`src/rtl/gpu_pkg.sv`:
```
// Shared types and helpers for the GPU core controllers: FSM state encoding,
// default fetch-address width and the active-lane mask builder.
package gpu_pkg;

    localparam int unsigned DefaultPcWidth = 8;
    localparam int unsigned MaxLanes       = 32;

    typedef enum logic [2:0] {
        StIdle    = 3'd0,
        StFetch   = 3'd1,
        StDecode  = 3'd2,
        StRequest = 3'd3,
        StWait    = 3'd4,
        StExecute = 3'd5,
        StUpdate  = 3'd6,
        StDone    = 3'd7
    } core_state_t;

    // Low min(count, lanes) bits set; callers truncate to their lane count.
    function automatic logic [MaxLanes-1:0] lane_mask(input int unsigned count,
                                                      input int unsigned lanes);
        logic [MaxLanes-1:0] mask;
        int unsigned         n;
        n    = (count < lanes) ? count : lanes;
        mask = '0;
        for (int unsigned i = 0; i < MaxLanes; i++) begin
            if (i < n) mask[i] = 1'b1;
        end
        return mask;
    endfunction

endpackage

```
`src/rtl/core_block_controller.sv`:
```
// Per-core block controller: latches a dispatched block, then steps every lane
// through fetch/decode/memory/execute/update until a RET retires the block.
module core_block_controller
    import gpu_pkg::*;
#(
    parameter int unsigned THREADS_PER_BLOCK = 4,
    parameter int unsigned PC_WIDTH          = DefaultPcWidth
) (
    input  logic                                   clk,
    input  logic                                   reset,
    input  logic                                   start,
    input  logic [7:0]                             block_id,
    input  logic [$clog2(THREADS_PER_BLOCK):0]     thread_count,
    output logic                                   done,
    output logic [7:0]                             block_id_q,
    output logic [THREADS_PER_BLOCK-1:0]           thread_enable,
    output logic [2:0]                             core_state,
    output logic [PC_WIDTH-1:0]                    current_pc,
    output logic                                   instr_req,
    input  logic                                   instr_valid,
    input  logic                                   decoded_ret,
    input  logic [THREADS_PER_BLOCK-1:0]           lsu_busy,
    input  logic [THREADS_PER_BLOCK*PC_WIDTH-1:0]  next_pc,
    output logic [15:0]                            retired
);

    core_state_t                  state_q, state_d;
    logic                         done_q;
    logic                         instr_req_q;
    logic [7:0]                   latched_id_q;
    logic [THREADS_PER_BLOCK-1:0] thread_enable_q;
    logic [PC_WIDTH-1:0]          pc_q;
    logic [15:0]                  retired_q;

    // Only lane 0 steers the shared fetch address; other lanes' next PCs are unused here.
    logic unused_next_pc;
    assign unused_next_pc = ^next_pc;

    always_comb begin
        state_d = state_q;
        case (state_q)
            StIdle:    if (start) state_d = (thread_count == '0) ? StDone : StFetch;
            StFetch:   if (instr_valid) state_d = StDecode;
            StDecode:  state_d = StRequest;
            StRequest: state_d = StWait;
            StWait:    if ((lsu_busy & thread_enable_q) == '0) state_d = StExecute;
            StExecute: state_d = StUpdate;
            StUpdate:  state_d = decoded_ret ? StDone : StFetch;
            StDone:    state_d = StDone;
            default:   state_d = StIdle;
        endcase
    end

    always_ff @(posedge clk) begin
        if (reset) begin
            state_q         <= StIdle;
            done_q          <= 1'b0;
            instr_req_q     <= 1'b0;
            latched_id_q    <= '0;
            thread_enable_q <= '0;
            pc_q            <= '0;
            retired_q       <= '0;
        end else begin
            state_q     <= state_d;
            // Flag outputs track the next state so they align with core_state.
            done_q      <= (state_d == StDone);
            instr_req_q <= (state_d == StFetch);
            if (state_q == StIdle && start) begin
                latched_id_q    <= block_id;
                thread_enable_q <= THREADS_PER_BLOCK'(
                    lane_mask(32'(thread_count), THREADS_PER_BLOCK));
                pc_q            <= '0;
            end
            if (state_q == StUpdate) begin
                retired_q <= retired_q + 16'd1;
                if (!decoded_ret) pc_q <= next_pc[PC_WIDTH-1:0];
            end
        end
    end

    assign done          = done_q;
    assign instr_req     = instr_req_q;
    assign block_id_q    = latched_id_q;
    assign thread_enable = thread_enable_q;
    assign core_state    = state_q;
    assign current_pc    = pc_q;
    assign retired       = retired_q;

endmodule

```
`config.mk`:
```
export PLATFORM = sky130hd
export DESIGN_NAME = core_block_controller
export DESIGN_NICKNAME = d
export VERILOG_FILES = /design/src/rtl/gpu_pkg.sv /design/src/rtl/core_block_controller.sv
export SDC_FILE = /design/constraint.sdc
export NUM_CORES = 1
export LEC_CHECK = 0
export CORE_ASPECT_RATIO = 1.25
export CORE_MARGIN = 10
export CORE_UTILIZATION = 42
export CTS_CLUSTER_DIAMETER = 50
export DETAILED_ROUTE_END_ITERATION = 12
export HOLD_SLACK_MARGIN = 0.15
export PLACE_DENSITY = 0.94
export SYNTH_ARGS = -nofsm -noshare
export SYNTH_HDL_FRONTEND = slang
export SYNTH_SLANG_ARGS = --single-unit
```
`constraint.sdc`:
```
create_clock -name clk -period 4 [get_ports clk]
set_clock_uncertainty 0.2 [all_clocks]
set_input_delay 1 -clock clk [delete_from_list [all_inputs] [get_ports clk]]
set_output_delay 1 -clock clk [all_outputs]
set_load 0.02 [all_outputs]
```
==> run summary, run 1 <==
Max FO, Critical Path -> 12
Dominant cell type by area after synthesis -> dfxtp_1
Die width -> 78.1 µm
Vias in the first global route -> 1,563
Fin crit period -> 2.84 ns
Worst Tran Pin Value -> 0.686 ns
H-tree depth -> 2
Worst setup SP type -> flip-flop
Crit end category -> output port
Hold_buf cts -> 0
Worst reg2reg path endpoint -> retired[12]
Global-route wire length before repair -> 7710 µm
# diodes -> 0
Hold Startpoint -> block_id_q[7]
Final worst-path cycle share -> 0.711
Top Ports -> 93
IO Port Bufs -> 68
Critical path buffer and inverter count -> 1
Power per standard cell area -> 390 nW/µm²
Synth Instances -> 203
CTS tree -> done
Worst-path clk slew -> 0.09 ns
Syn avg cell area -> 8.73 µm²
Largest net degree at the start of global routing -> 22
Post-synthesis sequential area ratio -> 0.463
Drt first pass iters -> 4
# rows -> 26
Post-detail-place hpwl -> 3680 µm
DR iter-0 viols -> 85
Min-Delay Path Depth -> 2
Resize count post-CTS -> 0
Worst stage delay on the critical path -> 0.71 ns
Worst-Skew Late Latency -> 0.29 ns
Inserted Clock Buffers -> 5
RSZ-0062 raised after global routing -> false
Combinational share of power -> 0.204
Placer Congestion -> 0.785
CP required -> 2.80 ns
Worst min-delay path class -> flip-flop to flip-flop
Multi-input gate area -> 862 µm²
Vias/cell -> 5.12
Internal power -> 0.723 mW
Sw frac -> 0.282
GR peak layer -> met2
Leak -> 0.946 nW
Slowest-stage cell, CP -> clkdlybuf4s50_1
WP data arrival -> 1.64 ns
Setup_tns -> 0 ns
Root buf cell -> clkbuf_8
Post-DRT Antenna Nets -> 0
Post-synthesis register bit count -> 41
Clock buffer depth -> 2
Share of layout cells above drive strength 1 -> 0.0667
Placed insts -> 318
Reg2Reg Launch Point -> core_state[2]
Area contributors post-synth -> dfxtp_1 46%, a21oi_1 7.3%, nand2_1 6.4%
WS Path Type -> flip-flop to output port
Worst path cell trace -> clkdlybuf4s50_1
Rel. slew slack -> 0.541
Filler cells -> 360
Die height -> 92.6 µm
Core area -> 4100 µm²
Fmax -> 352 MHz
Non-Filler Instances -> 326
Distinct cell type count after synthesis -> 38
Overflow after GRT -> 0
Global routing met1 resource utilization -> 0.132
Starting Density -> 0.432
Clock power frac -> 0.334
Met3 Usage GRT -> 0.0696
Yosys top cell area share -> 0.463
Post-CTS Setup Inserts -> 0
GRT Total Usage -> 0.127
Clock sink total -> 41
Final #Nets -> 322
Syn_nets -> 256
Status -> complete, no violations
R2R Setup Slk -> 1.97 ns
FF+latch area -> 821 µm²
Seq pwr share -> 0.462
VDD IR max -> 0.255 mV
Final Max Slew Viols -> 0
Most frequent cells in the layout -> 68 x clkdlybuf4s50_1, 41 x dfxtp_1, 30 x nand2_1
Yosys warns -> 0
Vias -> 1,669
Drt total wl -> 4720 µm
Post-route DRC -> 0
Worst r2r path cells -> 4
Hold endpoint -> block_id_q[7]
P&R area growth vs syn -> 45.8%
Drt wl/cell -> 14.5 µm
Max cap viols -> 0
Initial antenna violation count -> 0
Final hold viol count -> 0
Die area -> 7230 µm²
Setup Viol. Count Final -> 0
Commonest non-fill, non-tap cell in the layout -> clkdlybuf4s50_1
Synthesized area -> 1770 µm²
Met2 global-route usage -> 0.221
Delay-heaviest family, CP -> buffers and inverters
P_sw -> 0.284 mW
## power by group through the flow
stage / clock [mW] / combinational, mW / sequential, mW
3_3_place_gp: 0 / 0.204 / 0.472
5_1_grt: 0.364 / 0.222 / 0.470
2_1_floorplan: 0 / 0.0999 / 0.489
6_report: 0.336 / 0.206 / 0.465
3_5_place_dp: 0 / 0.208 / 0.474
4_1_cts: 0.344 / 0.209 / 0.465
## worst max path at each step
| stage | start | to | slack, ns | depth (start not counted) |
|---|---|---|---|---|
| finish | core_state[2] | core_state[2] | 1.16 | 1 |
| global route | core_state[1] | core_state[1] | 1.09 | 1 |
| CTS | core_state[2] | core_state[2] | 1.15 | 1 |
| detailed placement | start | thread_enable[1] | 1.19 | 4 |
| global placement | start | thread_enable[1] | 1.24 | 4 |
| floorplan | lsu_busy[0] | done | 1.87 | 4 |
## cell type report
type                    count  area share
clock buffers               5      0.0266
clock inverters             3      0.0179
inverters                   5     0.00727
multi-input cells         146       0.334
flip-flops and latches     41       0.318
well taps                  56      0.0271
repair buffers             70       0.269
## per-layer routing
metal | vias to the layer above | part of all wire
met2 | 50 | 0.52
met1 | 777 | 0.37
met5 | - | 0
met4 | 0 | 0.0081
met3 | 5 | 0.097
li1 | 837 | -
## through the flow
stage          area (µm²)  hold WS, ns   util  worst slack, ns  power [mW]
2_1_floorplan        1770        0.333      -             1.87       0.589
3_3_place_gp         2470        0.243  0.602             1.24       0.676
3_5_place_dp         2470        0.251  0.602             1.19       0.682
4_1_cts              2580        0.263  0.630             1.15        1.02
5_1_grt              2580        0.290  0.630             1.09        1.06
6_report             2580        0.262  0.630             1.16        1.01
## synthesized netlist by cell type, drive strengths merged
cell type,instances
nand4,6
buf,8
a31oi,2
nand3b,1
nand2,30
a31o,1
nand3,14
nor3b,1
a211oi,2
o21a,1
o21ai,5
nor4b,1
nor3,6
and4,3
xor2,4
a222oi,1
o21ba,1
a21oi,26
and3,4
a22oi,1
xnor2,6
nor2,18
mux2i,2
dfxtp,41
inv,5
and2,1
nor4,2
and3b,1
ha,1
clkbuf,3
and4b,1
or3,4
## sequential cells by signal, summed over array words and instances, names as in the netlist
register       flops
core_state         3
retired           16
instr_req          1
thread_enable      4
done               1
current_pc         8
block_id_q         8
## cell families after synthesis
logic type / Yosys count / share of synthesized area
AO/OA/AOI/OAI: 40 / 0.128
XOR/XNOR: 10 / 0.0494
adder cells (fa/ha/maj): 1 / 0.00706
buffers and inverters: 16 / 0.0501
flip-flops: 41 / 0.463
multiplexers: 2 / 0.0113
AND/OR/NAND/NOR: 93 / 0.291
No activity file was read; power rests on OpenSTA's default activity.
==> run 2, diff against run 1 <==
Settings changed: CORE_UTILIZATION 42 to 35, PLACE_DENSITY 0.94 to 0.84.
Clock period 4 ns to 2.4 ns, I/O delays scaled along.
==> run 2 against run 1 <==
Sequential power rose by 60%. Via count decreased by 0.48%. Clock power up 73%. Largest power group unchanged.
==> run summary, run 2 (synthesis gave the netlist of run 1 again) <==
DR iter-0 viols -> 65
Seq pwr share -> 0.432
Filler cells -> 466
Root buf cell -> clkbuf_8
FF+latch area -> 821 µm²
Most frequent cells in the layout -> 68 x clkdlybuf4s50_1, 41 x dfxtp_1, 30 x nand2_1
CP Capture Point -> retired[11]
Share of layout cells above drive strength 1 -> 0.0903
H-tree depth -> 2
Die width -> 83.6 µm
Commonest non-fill, non-tap cell in the layout -> clkdlybuf4s50_1
Delay-heaviest family, CP -> buffers and inverters
Fin util -> 0.547
WS Path Type -> flip-flop to output port
R2R Setup Slk -> 0.55 ns
Final Max Slew Viols -> 0
Status -> complete, no violations
WP data arrival -> 1.39 ns
Crit path from -> retired[11]
Largest net degree at the start of global routing -> 22
Starting Density -> 0.366
Post-CTS Setup Inserts -> 0
GRT Total Usage -> 0.113
Drt total wl -> 4740 µm
CTS tree -> done
Combinational share of power -> 0.232
Post-route DRC -> 0
Leak -> 0.984 nW
Worst r2r path cells -> 5
Final worst-path cycle share -> 0.914
Worst reg2reg path endpoint -> retired[12]
Fmax -> 456 MHz
Critical path buffer and inverter count -> 1
Worst Tran Pin Value -> 0.579 ns
Setup Viol. Count Final -> 0
Sw frac -> 0.273
Top Ports -> 93
Post-detail-place hpwl -> 3720 µm
Initial antenna violation count -> 0
Reg2Reg Launch Point -> retired[0]
P&R area growth vs syn -> 49.3%
Vias in the first global route -> 1,663
RSZ-0062 raised after global routing -> false
Worst min-delay path class -> flip-flop to flip-flop
Internal power -> 1.25 mW
Worst stage delay on the critical path -> 0.66 ns
Resize count post-CTS -> 0
Die area -> 8330 µm²
Power per standard cell area -> 652 nW/µm²
# rows -> 28
Clock buffer depth -> 2
Global-route wire length before repair -> 8120 µm
Drt first pass iters -> 4
Critical Path Stages -> 1
Max FFs per register -> 16
# diodes -> 0
Multi-input gate area -> 862 µm²
VDD IR max -> 0.341 mV
Worst-Skew Late Latency -> 0.29 ns
Worst-path clk slew -> 0.08 ns
Fin crit period -> 2.19 ns
Clock sink total -> 41
Clock power frac -> 0.336
IO Port Bufs -> 68
Inserted Clock Buffers -> 5
Final hold viol count -> 0
Crit end category -> output port
P_sw -> 0.471 mW
Post-DRT Antenna Nets -> 0
Vias -> 1,661
Final #Nets -> 329
CP required -> 1.60 ns
Die height -> 99.5 µm
Core area -> 4830 µm²
Worst setup SP type -> flip-flop
Rel. slew slack -> 0.613
Overflow after GRT -> 0
Worst path cell trace -> clkdlybuf4s50_1
Max FO, Critical Path -> 7
Max cap viols -> 0
Drt wl/cell -> 14.1 µm
Vias/cell -> 4.93
Setup_tns -> 0 ns
Slowest-stage cell, CP -> clkdlybuf4s50_1
Hold_buf cts -> 0
Placer Congestion -> 0.763
[run 2: layer usage]
metal / wire length, µm / global-route usage / vias to the layer above
li1: - / - / 856
met1: 1850 / 0.119 / 748
met2: 2320 / 0.188 / 50
met3: 487 / 0.0612 / 7
met4: 78 / 0.0361 / 0
met5: 0 / 0 / -
[run 2: how the worst min path moves through the flow]
stage          slack, ns             to          start  cells past startpoint
3_3_place_gp        0.24  block_id_q[6]  block_id_q[6]                      2
6_report            0.26  block_id_q[4]  block_id_q[4]                      2
3_5_place_dp        0.25  block_id_q[4]  block_id_q[4]                      2
2_1_floorplan       0.33  block_id_q[0]  block_id_q[0]                      2
5_1_grt             0.29  current_pc[4]  current_pc[4]                      2
4_1_cts             0.26  block_id_q[4]  block_id_q[4]                      2
[run 2: final cells by class]
class,instances,area share
clock buffers,6,0.0312
clock inverters,2,0.0142
inverters,5,0.00710
multi-input cells,146,0.326
flip-flops and latches,41,0.310
well taps,60,0.0284
repair buffers,77,0.283
[run 2: power by group through the flow]
stage / logic (mW) / registers [mW] / clock network [mW]
after floorplan: 0.166 / 0.815 / 0
after global placement: 0.399 / 0.759 / 0
after detailed placement: 0.403 / 0.762 / 0
after CTS: 0.405 / 0.746 / 0.593
after global routing: 0.439 / 0.751 / 0.622
final: 0.400 / 0.744 / 0.580
[run 2: metrics by stage]
stage                     total power, mW  cell area, µm²  instances  worst slack [ns]  hold WS [ns]
final                                1.72            2650        337             0.206         0.259
after global routing                 1.81            2650        337            0.0979         0.292
after CTS                            1.74            2650        337             0.194         0.260
after detailed placement             1.16            2520        329           -0.0597         0.248
after global placement               1.16            2520        329            0.0350         0.242
after floorplan                     0.981            1770        203             0.609         0.333
[run 2: worst reg2reg max path: stages (launching register included)]
cell	delay, ns
dfxtp_1	0.40
ha_1	0.17
and4b_1	0.38
nand4_4	0.16
or3_1	0.32
a21oi_1	0.14
